**src/rtl/uart_value_reporter_pkg.sv**
```systemverilog
// Shared types and constants for the UART value reporter and its BCD converter.
package uart_report_pkg;

  // One-hot report sequencer states
  typedef enum logic [6:0] {
    ST_IDLE    = 7'b000_0001,
    ST_CONV    = 7'b000_0010,
    ST_PACK    = 7'b000_0100,
    ST_SEND    = 7'b000_1000,
    ST_WAIT_HI = 7'b001_0000,
    ST_WAIT_LO = 7'b010_0000,
    ST_DONE    = 7'b100_0000
  } state_t;

  localparam logic [7:0] ASCII_ZERO = 8'h30;
  localparam logic [7:0] ASCII_EQ   = 8'h3D;
  localparam logic [7:0] ASCII_CR   = 8'h0D;
  localparam logic [7:0] ASCII_LF   = 8'h0A;

  localparam int MAX_DIGITS      = 10;
  localparam int MAX_FRAME_BYTES = 14;
  localparam int BIN_BITS        = 32;
  localparam int BCD_BITS        = 4 * MAX_DIGITS;

  // Double-dabble correction: add 3 to every BCD nibble that is 5 or more
  function automatic logic [BCD_BITS-1:0] bcd_adjust(input logic [BCD_BITS-1:0] b);
    logic [BCD_BITS-1:0] r;
    r = b;
    for (int unsigned n = 0; n < MAX_DIGITS; n++) begin
      if (b[4*n +: 4] >= 4'd5) begin
        r[4*n +: 4] = b[4*n +: 4] + 4'd3;
      end
    end
    return r;
  endfunction

endpackage

```
**src/rtl/uart_value_reporter_if.sv**
```systemverilog
// Request / framer bundle between a report requester, the reporter and the UART framer.
interface uart_value_reporter_if #(
  parameter int STR_BITS = 1096
);
  logic                rpt_req;
  logic [7:0]          rpt_tag;
  logic [31:0]         rpt_value;
  logic                rpt_busy;
  logic                rpt_done;
  logic                rpt_err;
  logic [STR_BITS-1:0] tx_string;
  logic [7:0]          tx_length;
  logic                tx_req;
  logic                tx_busy;

  // Requester and framer side
  modport master (
    output rpt_req, rpt_tag, rpt_value, tx_busy,
    input  rpt_busy, rpt_done, rpt_err, tx_string, tx_length, tx_req
  );

  // Reporter side
  modport slave (
    input  rpt_req, rpt_tag, rpt_value, tx_busy,
    output rpt_busy, rpt_done, rpt_err, tx_string, tx_length, tx_req
  );
endinterface

```
**src/rtl/uart_value_reporter_bin2bcd_seq.sv**
```systemverilog
// Iterative double-dabble: 32-bit binary to 10-digit BCD in 32 clock cycles.
module bin2bcd_seq
  import uart_report_pkg::*;
(
  input  logic                i_clk,
  input  logic                i_rst_n,
  input  logic                start,
  input  logic [BIN_BITS-1:0] bin,
  output logic [BCD_BITS-1:0] bcd,
  output logic                done
);

  logic [BCD_BITS-1:0] r_bcd;
  logic [BIN_BITS-1:0] r_bin;
  logic [4:0]          r_cnt;
  logic                r_run;
  logic [BCD_BITS-1:0] w_adj;

  assign w_adj = bcd_adjust(r_bcd);
  assign bcd   = r_bcd;
  // Final shift happens on the edge that ends the cycle where done is high
  assign done  = r_run && (r_cnt == 5'd31);

  // Load on start, then one adjust-and-shift of the 72-bit {bcd,bin} pair per cycle
  always_ff @(posedge i_clk or negedge i_rst_n) begin
    if (!i_rst_n) begin
      r_bcd <= '0;
      r_bin <= '0;
      r_cnt <= '0;
      r_run <= 1'b0;
    end else if (start) begin
      r_bcd <= '0;
      r_bin <= bin;
      r_cnt <= '0;
      r_run <= 1'b1;
    end else if (r_run) begin
      {r_bcd, r_bin} <= {w_adj[BCD_BITS-2:0], r_bin, 1'b0};
      r_cnt          <= r_cnt + 5'd1;
      if (r_cnt == 5'd31) begin
        r_run <= 1'b0;
      end
    end
  end

endmodule

```
**src/rtl/uart_value_reporter.sv**
```systemverilog
// Formats a tagged 32-bit value as "<tag>=<decimal>\r\n", hands it to the UART
// framer and follows the framer's busy flag until the frame has been sent.
module uart_value_reporter
  import uart_report_pkg::*;
#(
  parameter int STR_BITS    = 1096,
  parameter int TIMEOUT_CYC = 16
) (
  input logic                 sys_clk,
  input logic                 sys_rst_n,
  uart_value_reporter_if.slave bus
);

  localparam int FRAME_BITS = 8 * MAX_FRAME_BYTES;
  localparam int TMO_W      = (TIMEOUT_CYC > 1) ? $clog2(TIMEOUT_CYC) : 1;
  localparam logic [TMO_W-1:0] TMO_LAST = TMO_W'(TIMEOUT_CYC - 1);

  state_t                r_state;
  state_t                w_next;
  logic                  w_conv_start;
  logic                  w_conv_done;
  logic [BCD_BITS-1:0]   w_bcd;
  logic [7:0]            r_tag;
  logic [FRAME_BITS-1:0] r_frame;
  logic [7:0]            r_len;
  logic [3:0]            r_ndig;
  logic [3:0]            r_pidx;
  logic                  r_started;
  logic [TMO_W-1:0]      r_tmo;
  logic                  r_err;
  logic [3:0]            w_nib;
  logic                  w_emit;

  bin2bcd_seq u_b2b (
    .i_clk   (sys_clk),
    .i_rst_n (sys_rst_n),
    .start   (w_conv_start),
    .bin     (bus.rpt_value),
    .bcd     (w_bcd),
    .done    (w_conv_done)
  );

  assign w_nib  = w_bcd[{r_pidx, 2'b00} +: 4];
  assign w_emit = (w_nib != 4'd0) || r_started || (r_pidx == 4'd0);

  assign bus.tx_string = STR_BITS'(r_frame);
  assign bus.tx_length = r_len;
  assign bus.rpt_err   = r_err;

  // State register
  always_ff @(posedge sys_clk or negedge sys_rst_n) begin
    if (!sys_rst_n) begin
      r_state <= ST_IDLE;
    end else begin
      r_state <= w_next;
    end
  end

  // Next-state decode
  always_comb begin
    w_next = r_state;
    case (r_state)
      ST_IDLE:    if (bus.rpt_req) w_next = ST_CONV;
      ST_CONV:    if (w_conv_done) w_next = ST_PACK;
      ST_PACK:    if (r_pidx == 4'd0) w_next = ST_SEND;
      ST_SEND:    w_next = ST_WAIT_HI;
      ST_WAIT_HI: begin
        if (bus.tx_busy) begin
          w_next = ST_WAIT_LO;
        end else if (r_tmo == TMO_LAST) begin
          w_next = ST_DONE;
        end
      end
      ST_WAIT_LO: if (!bus.tx_busy) w_next = ST_DONE;
      ST_DONE:    w_next = ST_IDLE;
      default:    w_next = ST_IDLE;
    endcase
  end

  // State-decoded outputs
  always_comb begin
    bus.rpt_busy = (r_state != ST_IDLE);
    bus.rpt_done = (r_state == ST_DONE);
    bus.tx_req   = (r_state == ST_SEND);
    w_conv_start = (r_state == ST_IDLE) && bus.rpt_req;
  end

  // Datapath: latch request, build the frame during PACK, run the busy timeout
  always_ff @(posedge sys_clk or negedge sys_rst_n) begin
    if (!sys_rst_n) begin
      r_tag     <= '0;
      r_frame   <= '0;
      r_len     <= '0;
      r_ndig    <= '0;
      r_pidx    <= '0;
      r_started <= 1'b0;
      r_tmo     <= '0;
      r_err     <= 1'b0;
    end else begin
      case (r_state)
        ST_IDLE: begin
          if (bus.rpt_req) begin
            r_tag     <= bus.rpt_tag;
            r_frame   <= '0;
            r_len     <= '0;
            r_err     <= 1'b0;
            r_ndig    <= '0;
            r_started <= 1'b0;
            r_pidx    <= 4'(MAX_DIGITS - 1);
          end
        end
        ST_PACK: begin
          if (w_emit) begin
            r_frame[8*(int'(r_ndig)+2) +: 8] <= ASCII_ZERO + {4'd0, w_nib};
            r_ndig    <= r_ndig + 4'd1;
            r_started <= 1'b1;
          end
          if (r_pidx == 4'd0) begin
            // The units digit is always emitted this cycle, so CR/LF sit one
            // and two bytes past it and the length counts that digit too.
            r_frame[7:0]                     <= r_tag;
            r_frame[15:8]                    <= ASCII_EQ;
            r_frame[8*(int'(r_ndig)+3) +: 8] <= ASCII_CR;
            r_frame[8*(int'(r_ndig)+4) +: 8] <= ASCII_LF;
            r_len <= 8'(r_ndig) + 8'd5;
          end else begin
            r_pidx <= r_pidx - 4'd1;
          end
        end
        ST_SEND: begin
          r_tmo <= '0;
        end
        ST_WAIT_HI: begin
          if (!bus.tx_busy) begin
            if (r_tmo == TMO_LAST) begin
              r_err <= 1'b1;
            end else begin
              r_tmo <= r_tmo + 1'b1;
            end
          end
        end
        default: ;
      endcase
    end
  end

endmodule

```
**src/flat_wrapper.sv**
```systemverilog
// flat-port wrapper written by rule: the top's interface ports become plain ports
module uart_value_reporter_flat import uart_report_pkg::*;
#(
  parameter int STR_BITS    = 1096,
  parameter int TIMEOUT_CYC = 16
)
  (sys_clk, sys_rst_n, bus_rpt_req, bus_rpt_tag, bus_rpt_value, bus_tx_busy, bus_rpt_busy, bus_rpt_done, bus_rpt_err, bus_tx_string, bus_tx_length, bus_tx_req);
  uart_value_reporter_if #(.STR_BITS(STR_BITS)) bus_i ();
  input logic sys_clk;
  input logic sys_rst_n;
  input wire logic [$bits(bus_i.rpt_req)-1:0] bus_rpt_req;
  input wire logic [$bits(bus_i.rpt_tag)-1:0] bus_rpt_tag;
  input wire logic [$bits(bus_i.rpt_value)-1:0] bus_rpt_value;
  input wire logic [$bits(bus_i.tx_busy)-1:0] bus_tx_busy;
  output wire logic [$bits(bus_i.rpt_busy)-1:0] bus_rpt_busy;
  output wire logic [$bits(bus_i.rpt_done)-1:0] bus_rpt_done;
  output wire logic [$bits(bus_i.rpt_err)-1:0] bus_rpt_err;
  output wire logic [$bits(bus_i.tx_string)-1:0] bus_tx_string;
  output wire logic [$bits(bus_i.tx_length)-1:0] bus_tx_length;
  output wire logic [$bits(bus_i.tx_req)-1:0] bus_tx_req;
  assign bus_i.rpt_req = bus_rpt_req;
  assign bus_i.rpt_tag = bus_rpt_tag;
  assign bus_i.rpt_value = bus_rpt_value;
  assign bus_i.tx_busy = bus_tx_busy;
  assign bus_rpt_busy = bus_i.rpt_busy;
  assign bus_rpt_done = bus_i.rpt_done;
  assign bus_rpt_err = bus_i.rpt_err;
  assign bus_tx_string = bus_i.tx_string;
  assign bus_tx_length = bus_i.tx_length;
  assign bus_tx_req = bus_i.tx_req;
  uart_value_reporter #(.STR_BITS(STR_BITS), .TIMEOUT_CYC(TIMEOUT_CYC)) u_core (.sys_clk(sys_clk), .sys_rst_n(sys_rst_n), .bus(bus_i));
endmodule
```
**config.mk**
```make
export PLATFORM = sky130hd
export DESIGN_NAME = uart_value_reporter_flat
export DESIGN_NICKNAME = d
export VERILOG_FILES = /design/src/rtl/uart_value_reporter_pkg.sv /design/src/rtl/uart_value_reporter_if.sv /design/src/rtl/uart_value_reporter_bin2bcd_seq.sv /design/src/rtl/uart_value_reporter.sv /design/src/flat_wrapper.sv
export SDC_FILE = /design/constraint.sdc
export NUM_CORES = 1
export LEC_CHECK = 0
export BUFFER_PORTS_ARGS = -buffer_cell sky130_fd_sc_hd__buf_2
export CAP_MARGIN = 5
export CORE_AREA = 2 2 447 449
export CTS_BUF_LIST = sky130_fd_sc_hd__clkbuf_2
export DETAILED_ROUTE_END_ITERATION = 8
export DIE_AREA = 0 0 449 451
export PLACE_DENSITY_LB_ADDON = 0.08
export SYNTH_ARGS = -nofsm -noshare
export SYNTH_HDL_FRONTEND = slang
export SYNTH_SLANG_ARGS = --single-unit
```
**constraint.sdc**
```tcl
create_clock -name sys_clk -period 7.9 [get_ports sys_clk]
set_clock_uncertainty 0.1 [all_clocks]
set_input_delay 0.79 -clock sys_clk [delete_from_list [all_inputs] [get_ports sys_clk]]
set_output_delay 0.79 -clock sys_clk [all_outputs]
set_load 0.02 [all_outputs]
```
Yosys cells after proc, flatten, opt, wreduce, memory -nomap -nowiden:

Cells that the tools add are included.

* $lt $le $gt $ge: 10
* reductions and logical operators: 19
* shift-type cells: 7
* eq/ne operators: 21
* muxes and demuxes: 52
* $add $sub $neg: 22

Operators by type and width (number)
* $mux 112: 4
* $bwmux 112: 3
* $shift 8x33->112 const A: 3
* $pmux 112 s2: 1
* $shiftx 8x33->112 const A: 2
* $shiftx 8x33->112: 1
* $neg 32->33: 3
* $mux 40: 2
* $mux 32: 2
* $mux 4: 15
* $mux 7: 6
* $pmux 7 s6: 1
* $ge 4x3->1 const B: 10
* $shiftx 40x7->4: 1
* $add 4x2->4 const B: 9
* $pmux 4 s2: 3
* $mux 8: 2
* $pmux 8 s2: 1
* $reduce_and 3->1: 5
* $ne 2x2->1 const B: 6
* $add 4x2->5 const B: 2
* $add 4x3->5 const B: 2
* $mux 5: 2
* $add 4x1->4 const B: 2
* other kinds (28): 43

* bits in registers: 227
* input bits: 44

Depth between registers and ports, before layout:

Gate-level depths: netlist of run 1.

* word-level depth: 10
* depth in mapped cells: 15
* depth with buffers taken out: 13

Modules after synthesis:

A second synthesis of run 1 with hierarchy kept.

* cells, all modules: 2346
* area total of the unflattened synthesis: 20229.4 sq um

By module, submodules not included
* uart_value_reporter: times used 1, area each 15782.6 sq um, cells an instance 1897, seq. area each 3579.7 sq um
* bin2bcd_seq: times used 1, area each 4446.8 sq um, cells an instance 449, seq. area each 1951.9 sq um

Worst setup path after synthesis of run 1:

No wires, ideal clock.

* path type: reg-to-reg
* start point: register u_core.r_ndig[0]
* end point: register u_core.r_frame[65]
* data arrival time: 3.415 ns
* path buffers: 4
* cell stages (with the launch flop): 15
* setup time: 0.126 ns
* setup slack: 4.259 ns
* cell sequence: dfrtp_1 clkbuf_1 inv_1 ha_1 buf_2 xor2_1 and3_1 ha_1 clkbuf_1 inv_1 nor4_1 or2_1 clkbuf_1 a31oi_1 a221o_1

* cells in the longest elaborated chain, start to end: 10
* elaborated cells on any way between the ends: 19

RTL lines
* from (decl): line uart_value_reporter.sv:26 `logic [3:0] r_ndig;`
* from (signal assigned): line uart_value_reporter.sv:115 `r_ndig <= r_ndig + 4'd1;`
* $add 4x2->5: line uart_value_reporter.sv:114 `r_frame[8*(int'(r_ndig)+2) +: 8] <= ASCII_ZERO + {4'd0, w_nib};`
* $neg 32->33: line uart_value_reporter.sv:114
* $shiftx 8x33->112 / $shift 8x33->112 (equally long branches): line uart_value_reporter.sv:114
* $bwmux 112: line uart_value_reporter.sv:114
* $mux 112: line uart_value_reporter.sv:113 `if (w_emit) begin`
* $mux 112: line uart_value_reporter.sv:100 `case (r_state)`
* $bwmux 112: line uart_value_reporter.sv:123 `r_frame[8*(int'(r_ndig)+3) +: 8] <= ASCII_CR;`
* $bwmux 112: line uart_value_reporter.sv:124 `r_frame[8*(int'(r_ndig)+4) +: 8] <= ASCII_LF;`
* $mux 112 (*): line uart_value_reporter.sv:118 `if (r_pidx == 4'd0) begin`
* $pmux 112 s2 (*): line uart_value_reporter.sv:100
* to (signal, indexed assignment): line uart_value_reporter.sv:114
* to (decl): line uart_value_reporter.sv:24 `logic [FRAME_BITS-1:0] r_frame;`

Every way passes the cells marked *; elsewhere a longest branch is shown, timed or not. The select of a mux whose other input is x is not followed.
A chain may end at the register's enable or synchronous reset.

Final worst setup path of run 1:

* start point: register u_core.r_ndig[0]
* end point: register u_core.r_frame[61]

The elaborated chain is that of the path after synthesis.

==> results of run 1 <==
## layer usage
metal / vias up / track usage / share of wire
li1: 6538 / - / -
met1: 6838 / 0.0789 / 0.38
met2: 744 / 0.133 / 0.52
met3: 110 / 0.0175 / 0.066
met4: 4 / 0.0286 / 0.029
met5: - / 0 / 0.00034
## Yosys cell counts, types with 11 or more instances
| master | n | area [sq um] |
|---|---|---|
| o21ai_1 | 19 | 95.1 |
| and3_1 | 12 | 75.1 |
| clkbuf_1 | 66 | 248 |
| xnor2_1 | 22 | 193 |
| a21oi_1 | 79 | 395 |
| a22o_1 | 13 | 114 |
| nand4_1 | 19 | 119 |
| nor2_1 | 121 | 454 |
| and2_1 | 27 | 169 |
| mux2i_1 | 61 | 611 |
| a31oi_1 | 20 | 125 |
| o21ai_0 | 125 | 626 |
| nor2b_1 | 28 | 175 |
| nand2_1 | 163 | 612 |
| nand2b_1 | 15 | 93.8 |
| ha_1 | 42 | 526 |
| nand3_1 | 39 | 195 |
| dfrtp_1 | 220 | 5510 |
| nor3_1 | 25 | 125 |
| a211oi_1 | 15 | 113 |
| inv_1 | 49 | 184 |
| a21o_1 | 26 | 195 |
| a221o_1 | 11 | 110 |
| buf_4 | 992 | 7450 |
## cells by family after synthesis
group | Yosys count | synth area share
buffers and inverters | 1117 | 0.399
and+or+nand+nor | 497 | 0.121
AOI/OAI and AO/OA | 385 | 0.122
DFF | 221 | 0.278
muxes | 75 | 0.0412
adders and majority gates | 42 | 0.0264
xor gates and xnor gates | 29 | 0.0128
other | 1 | 0.000188
## report_power, final
group          internal, mW  switching [mW]  total (mW)  leakage, nW
Combinational         0.685            1.93        2.62         7.62
Clock                 0.453           0.711        1.16        0.565
Sequential             1.36           0.260        1.62         2.96
Total                  2.50            2.91        5.40         11.1
## stage by stage
stage	std cells	setup WS, ns	utilization	instance area [sq um]
detailed placement	5135	2.64	0.102	20300
floorplan	3355	4.26	-	23600
finish	5378	2.51	0.111	22000
global placement	5135	2.83	0.102	20300
global route	5376	2.15	0.111	22000
CTS	5372	2.62	0.111	22000
## sequential cells by signal, summed over array words and instances (netlist names), 4 cells and up
name                  flops
u_core.bus.tx_length      5
u_core.u_b2b.bcd         40
u_core.r_frame          109
u_core.r_tmo              4
u_core.r_state            7
u_core.r_ndig             4
u_core.u_b2b.r_bin       32
u_core.r_tag              8
u_core.r_pidx             4
u_core.u_b2b.r_cnt        5
## area by class of cell
class | instances | area [sq um]
fill | 23000 | 176000
antenna | 6 | 15.0
timing repair buffer | 280 | 1960
tap | 2656 | 3320
inverter | 50 | 188
clock buffer | 125 | 626
multi-input combinational | 2017 | 10200
clock inverter | 23 | 128
sequential | 221 | 5540
## worst max-delay path, stage by stage (launching register included)
cell	delay (ns)
dfrtp_1	0.82
inv_1	0.34
ha_1	0.38
xor2_1	0.71
and3_1	0.27
ha_1	0.34
inv_1	0.12
nor4_1	1.13
o21ai_0	0.25
a31oi_1	0.46
nand2_1	0.13
a21o_1	0.20
## repair_timing
action / in CTS / in global routing
hold buffers: 89 / 0
endpoints found under the hold margin: 235 / 0
setup buffers: 0 / 0
## final timing paths
kind	from	endpoint
setup / recovery	u_core.r_ndig[0]	u_core.r_frame[61]
hold / removal	bus_tx_busy	u_core.bus.rpt_err
setup reg to reg	u_core.r_ndig[0]	u_core.r_frame[61]
hold reg to reg	u_core.bus.tx_length[4]	u_core.bus.tx_length[4]
max in group asynchronous	sys_rst_n	u_core.u_b2b.r_bin[14]
min in group asynchronous	sys_rst_n	u_core.r_frame[105]
==> summary.txt, run 1 <==
1st-iter DRT viols: 490
Slew HR: 0.0841
final setup vio count: 0
Max IR drop VDD: 0.100 mV
sequential area share after synthesis: 0.278
largest fanout on the critical path: 21
most common cell after layout, fill and taps aside: conb_1
Tcrit/Tclk final: 0.683
layout cells sized above 1: 0.131
Reg2Reg Depth: 11
Detailed Place HPWL: 57,000 um
worst-margin pin slew: 1.36 ns
CTS Buf Count: 83
ANT nets after route: 0
largest net degree at the start of global routing: 121
GPL Wtd Cong: 0.704
final wirelength: 76,600 um
I/O pins: 1,152
Buffers on Ports: 162
Worst-path clk slew: 0.09 ns
Post-synth ARST share: 1.00
Fin. Hold Viols: 0
YS warnings: 0
Post-layout nets: 2,739
Final min period: 5.39 ns
number of synthesized flops with an enable pin: 0
vias in the first global route: 13,300
area grow syn2layout: 10.3%
Critical Path Start Type: flip-flop
DR vias/cell: 2.65
CTS tree: yes
leading register cell type out of synthesis: dfrtp_1
P_leak: 11.1 nW
outcome: completed
Worst Path Arrival: 6.44 ns
H-tree depth: 3
Total Power: 5.40 mW
clock tree root driver cell: clkbuf_2
Avg Inst Size Synth: 8.42 sq um
clock sinks: 221
floorplan core area: 0.198 sq mm
Post-CTS Resized: 0
Hold Crit Class: primary input to flip-flop
Distinct cells, synth: 75
Syn Inst Count: 2,367
Crit. End Element: flip-flop
routed len/inst: 14.2 um
RSZ-0062 raised after global routing: false
drt first pass iters: 5
first-pass GRT wire length: 105,000 um
Max-Cap Viols: 0
initial antenna violation count: 5
Final Max Tran Viols: 0
die area: 0.202 sq mm
DRC errors left: 0
total gr overflow: 0
buffer depth of the longest clock path: 3
Critical Path RT: 8.94 ns
Hold Path Depth: 3
Crit Path Class: flip-flop to flip-flop
die height: 451 um
Starting Density: 0.100
register bit total from synthesis: 221
Vias: 14,200
Min Hold Slack: 0.253 ns
worst-skew pair later-pin latency: 1.32 ns
# rows: 164
GRT Resource Usage Total: 0.0721
R2R Setup Slk: 2.51 ns
commonest non-fill, non-tap cells in the layout: 989 x conb_1, 219 x dfrtp_1, 162 x nand2_1, 161 x buf_2, 125 x clkbuf_2
Post-Synthesis Cell Area: 0.0199 sq mm
Fin Setup TNS: 0 ns
Fmax: 185 MHz
DIE WIDTH: 449 um
Cell Pwr Density: 246 mW/mm^2
No activity file was read; power rests on OpenSTA's default activity.
==> run 2, diff against run 1 <==
Settings changed: ABC_AREA from default to 1, CORE_AREA 2 2 447 449 to 2 2 448 450, DIE_AREA 0 0 449 451 to 0 0 450 452.
Clock period 7.9 ns to 4.8 ns, I/O delays scaled along.
==> summary.txt, run 2 <==
P_leak: 11.6 nW (+3.8%)
Post-CTS Resized: 0 (unchanged)
Final Cell Area: 0.0223 sq mm (+1.3%)
number of synthesized flops with an enable pin: 0 (unchanged)
Final Max Tran Viols: 0 (unchanged)
register bit total from synthesis: 221 (unchanged)
Post-synth ARST share: 1.00 (unchanged)
commonest non-fill, non-tap cells in the layout: 989 x conb_1, 482 x nand2_1, 224 x inv_1, 220 x dfrtp_1, 161 x buf_2
initial antenna violation count: 8 (+3)
Distinct cells, synth: 53 (-29%)
Min Hold Slack: 0.285 ns (+0.0320 ns)
share of the synthesized area in the top cell type: 0.372 (-0.00172)
floorplan core area: 0.199 sq mm (+0.21%)
most flop-heavy register: u_core.r_frame
max incr delay on CP: 0.64 ns (-0.49 ns)
Hold Crit Class: primary input to async pin
Fmax: 251 MHz (+35%)
outcome: completed
worst-skew pair later-pin latency: 1.26 ns (-0.06 ns)
Avg Inst Size Synth: 7.48 sq um (-11%)
Synth area leader: buf_4
most common cell after layout, fill and taps aside: conb_1
DRC errors left: 0 (unchanged)
GPL Wtd Cong: 0.709 (+0.75%)
Vias: 14,900 (+4.5%)
Post-Synthesis Cell Area: 0.0201 sq mm (+0.77%)
Post-layout nets: 3,083 (+13%)
Fin. Hold Viols: 0 (unchanged)
CP max-delay cell: nor3_1
CTS tree: yes
Setup Buffers After CTS: 0 (unchanged)
leading register cell type out of synthesis: dfrtp_1
largest fanout on the critical path: 8 (-62%)
Detailed Place HPWL: 62,600 um (+9.9%)
placed cell area: 0.0205 sq mm (+1.1%)
CP most frequent cell: nand2_1
routed len/inst: 14.0 um (-1.5%)
Syn Inst Count: 2,683 (+13%)
Crit Path Class: flip-flop to flip-flop
# rows: 164 (unchanged)
ANT nets after route: 0 (unchanged)
Tcrit/Tclk final: 0.830 (+0.147)
Max IR drop VDD: 0.190 mV (+90%)
Max-Cap Viols: 0 (unchanged)
drt first pass iters: 6 (+1)
GRT Resource Usage Total: 0.0747 (+0.00260)
die area: 0.203 sq mm (+0.44%)
Cell Pwr Density: 402 mW/mm^2 (+63%)
1st-iter DRT viols: 608 (+24%)
Final Core Density: 0.112 (+0.00121)
clock sinks: 221 (unchanged)
Starting Density: 0.101 (+0.000561)
Worst Path Arrival: 4.99 ns (-1.45 ns)
crit path cell chain: inv_1 -> ha_1 -> nand2_1 -> a21oi_1 -> ha_1 -> inv_1 -> nor3_1 -> nand2_1 -> inv_1 -> nand2_1 -> o21ai_0 -> nand3_1 -> nand2_1
Worst-path clk slew: 0.10 ns (about the same)
Crit. End Element: flip-flop
Commonest cells post-synth: 995 x buf_4, 484 x nand2_1, 224 x inv_1
Worst path top cell family by delay: simple AND/OR/NAND/NOR gates
Final min period: 3.98 ns (-1.41 ns)
total gr overflow: 0 (unchanged)
ranking of synthesized cells by area: buf_4 37%, dfrtp_1 27%, nand2_1 9.1%, inv_1 4.2%, nand3_1 2.8%
largest net degree at the start of global routing: 87 (-28%)
clock tree root driver cell: clkbuf_2
first-pass GRT wire length: 109,000 um (+4.5%)
DR vias/cell: 2.60 (-1.7%)
buffer depth of the longest clock path: 3 (unchanged)
Buffers on Ports: 162 (unchanged)
RSZ-0062 raised after global routing: false
layout cells sized above 1: 0.127 (-0.00399)
top-count cell post-synth: buf_4
area grow syn2layout: 10.9%
Slew HR: 0.420 (+0.336)
pre-CTS setup slack: 0.849 ns (-1.79 ns)
vias in the first global route: 14,100 (+6.0%)
I/O pins: 1,152 (unchanged)
die height: 452 um (+0.22%)
H-tree depth: 3 (unchanged)
YS warnings: 0 (unchanged)
final setup vio count: 0 (unchanged)
Buf+Inv Stages, Crit Path: 3 (+1)
Critical Path RT: 5.80 ns (-3.14 ns)
DIE WIDTH: 450 um (+0.22%)
worst-margin pin slew: 0.870 ns (-0.491 ns)
final wirelength: 80,100 um (+4.6%)
CTS Buf Count: 80 (-3.6%)
Critical Path Start Type: flip-flop
max reg flops: 109 (unchanged)
Fin Setup TNS: 0 ns (unchanged)
worst setup margin: 0.816 ns (-1.69 ns)
sequential area share after synthesis: 0.276 (-0.00211)
## run 2: what timing repair did
item,4_1_cts,5_1_grt
endpoints found under the setup margin,0,0
hold buffers,96,0
endpoints found under the hold margin,276,0
## run 2: power by group
group          switching, mW  total [mW]  internal, mW
Sequential             0.375        2.65          2.28
Clock                   1.14        1.91         0.778
Combinational           3.28        4.37          1.09
## run 2: cells by family (layout without fill, tap and decap cells)
logic type,Yosys count,after routing,synth area share
AO/OA/AOI/OAI,284,284,0.0835
XOR/XNOR,20,20,0.00985
adder cells (fa/ha/maj),42,42,0.0262
buffers and inverters,1289,670,0.429
flip-flops,221,221,0.276
multiplexers,1,1,0.000499
other,1,996,0.000187
AND/OR/NAND/NOR,825,825,0.175
## run 2: final timing paths
kind                                         from                    end  slack (ns)  depth (start not counted)
worst min register to register  u_core.r_frame[9]      u_core.r_frame[9]        0.38                          2
max in group asynchronous               sys_rst_n       u_core.r_ndig[2]        3.69                          4
worst max register to register   u_core.r_ndig[1]      u_core.r_frame[8]        0.82                         13
worst max-delay path             u_core.r_ndig[1]      u_core.r_frame[8]        0.82                         13
min in group sys_clk                  bus_rpt_req  u_core.u_b2b.r_cnt[2]        0.35                          5
worst min-delay path                    sys_rst_n      u_core.r_state[0]        0.29                          3
## run 2: metal layers
| metal | global-route usage | vias up | wire length (um) |
|---|---|---|---|
| met5 | 0 | - | 44 |
| met4 | 0.0147 | 6 | 1190 |
| met3 | 0.0198 | 100 | 4540 |
| met2 | 0.135 | 596 | 41700 |
| met1 | 0.0881 | 7004 | 32700 |
| li1 | - | 7170 | - |
## run 2: final cells by class
type	instances	area, sq um
clock inverters	15	126
clock buffers	122	611
multi-input cells	2161	9640
inverters	244	918
diodes	7	17.5
well taps	2656	3320
fillers	23300	176000
flip-flops and latches	221	5530
repair buffers	289	2080
## run 2: worst register-to-register path, stage by stage (launching register included)
cell and delay, ns:
dfrtp_1 0.58, inv_1 0.25, ha_1 0.37, nand2_1 0.07
a21oi_1 0.24, ha_1 0.44, inv_1 0.32, nor3_1 0.64
nand2_1 0.10, inv_1 0.19, nand2_1 0.13, o21ai_0 0.18
nand3_1 0.12, nand2_1 0.11
## run 2: per-stage QoR
stage,std cells,power [mW]
floorplan,3671,6.19
global placement,5475,7.18
detailed placement,5475,7.08
CTS,5708,9.28
global route,5715,9.90
finish,5715,8.94
==> run 3, diff against run 2 <==
Settings changed: ABC_AREA 1 to 0, CORE_AREA 2 2 448 450 to 2 2 452 454, DIE_AREA 0 0 450 452 to 0 0 454 456.
Clock period 4.8 ns to 3.86 ns, I/O delays scaled along.
==> summary.txt, run 3 (synthesized netlist as in run 1, its figures left out) <==
Final Max Tran Viols: 0 (unchanged)
Cell Pwr Density: 510 mW/mm^2 (+27%)
area of the multi-input gates: 0.0102 sq mm (+5.6%)
GR Layer Usage met2: 0.143 (+0.00782)
most common cell after layout, fill and taps aside: conb_1
Fmax: 285 MHz (+13%)
# rows: 165 (+0.61%)
Slew HR: 0.291 (-0.129)
initial antenna violation count: 5 (-3)
DRC errors left: 0 (unchanged)
FILL cells: 23,400 (+0.52%)
layout cells sized above 1: 0.149 (+0.0218)
Critical Path Start Type: flip-flop
Vias: 14,700 (-0.86%)
Top Usage Layer GRT: met2
1st-iter DRT viols: 498 (-18%)
vias in the first global route: 14,300 (+0.98%)
GRT met1 Usage: 0.0858 (-0.00229)
Fin. Hold Viols: 0 (unchanged)
clock sinks: 221 (unchanged)
total gr overflow: 0 (unchanged)
Crit Path Class: flip-flop to flip-flop
DP Cell Count: 5,221 (-4.6%)
Max-Cap Viols: 0 (unchanged)
drt first pass iters: 7 (+1)
first-pass GRT wire length: 114,000 um (+4.6%)
P_leak: 11.7 nW (+0.82%)
Fin Setup TNS: 0 ns (unchanged)
die height: 456 um (+0.88%)
ANT nets after route: 0 (unchanged)
Min Hold Slack: 0.333 ns (+0.0479 ns)
GPL Wtd Cong: 0.715 (+0.82%)
Final min period: 3.51 ns (-0.473 ns)
RSZ-0062 raised after global routing: false
Starting Density: 0.0988 (-0.00229)
buffer depth of the longest clock path: 3 (unchanged)
area grow syn2layout: 15.7%
DIE WIDTH: 454 um (+0.89%)
I/O pins: 1,152 (unchanged)
Storage cell area: 0.00554 sq mm (about the same)
Max IR drop VDD: 0.239 mV (+26%)
Tcrit/Tclk final: 0.910 (+0.0795)
max reg flops: 109 (unchanged)
Post-layout nets: 2,868 (-7.0%)
DR vias/cell: 2.68 (+2.8%)
commonest non-fill, non-tap cells in the layout: 989 x conb_1, 219 x dfrtp_1, 163 x nand2_1, 161 x buf_2, 147 x dlygate4sd3_1
CTS tree: yes
most flop-heavy register: u_core.r_frame
final cell count without fillers: 5,511 (-3.6%)
worst-margin pin slew: 1.06 ns (+0.193 ns)
GRT Resource Usage Total: 0.0775 (+0.00279)
met3 Usage GRT: 0.0170 (-0.00275)
outcome: completed
clock tree root driver cell: clkbuf_2
final setup vio count: 0 (unchanged)
Crit. End Element: flip-flop
largest net degree at the start of global routing: 120 (+38%)
final wirelength: 82,900 um (+3.5%)
Worst-path clk slew: 0.10 ns (about the same)
Worst Path Arrival: 4.52 ns (-0.47 ns)
worst-skew pair later-pin latency: 1.29 ns (+0.03 ns)
floorplan core area: 0.202 sq mm (+1.5%)
Buffers on Ports: 162 (unchanged)
CTS Buf Count: 81 (+1.3%)
routed len/inst: 15.0 um (+7.3%)
die area: 0.207 sq mm (+1.8%)
largest fanout on the critical path: 5 (-3)
Hold Crit Class: primary input to flip-flop
H-tree depth: 3 (unchanged)
Detailed Place HPWL: 64,300 um (+2.8%)
Critical Path RT: 4.87 ns (-0.93 ns)
[run 3: cell count changes in the layout (fill, tap and decap cells not counted), moves of 40 or more]
| cell | delta |
|---|---|
| dlygate4sd3_1 | +52 |
| inv_1 | -175 |
| mux2i_1 | +60 |
| buf_4 | +71 |
| o22ai_1 | -40 |
| nand2_1 | -319 |
| nand3_1 | -74 |
[run 3: path summary, 6_finish.rpt]
| check | start | to | slack, ns | depth (start not counted) |
|---|---|---|---|---|
| hold / removal | bus_rpt_req | u_core.u_b2b.bcd[22] | 0.33 | 6 |
| max in group asynchronous | sys_rst_n | u_core.r_frame[43] | 2.02 | 7 |
| min in group asynchronous | sys_rst_n | u_core.r_frame[97] | 0.66 | 5 |
| hold reg to reg | u_core.r_frame[22] | u_core.r_frame[22] | 0.38 | 1 |
| setup / recovery | u_core.r_ndig[1] | u_core.r_frame[46] | 0.35 | 14 |
| setup reg to reg | u_core.r_ndig[1] | u_core.r_frame[46] | 0.35 | 14 |
[run 3: critical path, cell delays in order (launching register included)]
cell	delay, ns
dfrtp_1	0.37
inv_1	0.08
ha_1	0.26
a21oi_1	0.26
xnor2_1	0.12
and3_1	0.20
ha_1	0.33
and2_1	0.20
nor3b_1	0.29
a2bb2oi_1	0.11
buf_4	0.16
a31oi_1	0.36
o21ai_0	0.19
buf_4	0.16
and2_1	0.15
[run 3: what timing repair did]
action | 4_1_cts | 5_1_grt
hold buffers | 148 | 0
hold endpoints to repair | 366 | 0
buffers inserted | 0 | 2
resized for setup | 0 | 2
setup endpoints to repair | 0 | 1
[run 3: per-layer routing]
layer	wire length, um	share of wire
met1	32000	0.39
met2	43700	0.53
met3	4950	0.060
met4	2250	0.027
met5	39	0.00047
[run 3: power by group]
group,leakage [nW],internal (mW),switching (mW)
clock network,0.535,0.823,1.42
registers,2.96,2.78,0.502
logic,8.17,1.98,4.26
[run 3: per-stage QoR]
step                      area (sq um)   util  setup WS [ns]  total power, mW
after floorplan                  23600      -          0.219             7.53
after global placement           20900  0.103          0.258             9.43
after detailed placement         20900  0.103          0.294             9.31
after CTS                        23000  0.114          0.133             12.2
after global routing             23000  0.114         0.0595             12.9
final                            23000  0.114          0.349             11.8
[run 3: final cells by class]
type | instances | share of cell area
timing repair buffer | 411 | 0.135
clock buffer | 122 | 0.0265
antenna | 5 | 0.000543
multi-input combinational | 2017 | 0.442
tap | 2672 | 0.145
inverter | 50 | 0.00815
sequential | 221 | 0.240
clock inverter | 13 | 0.00212
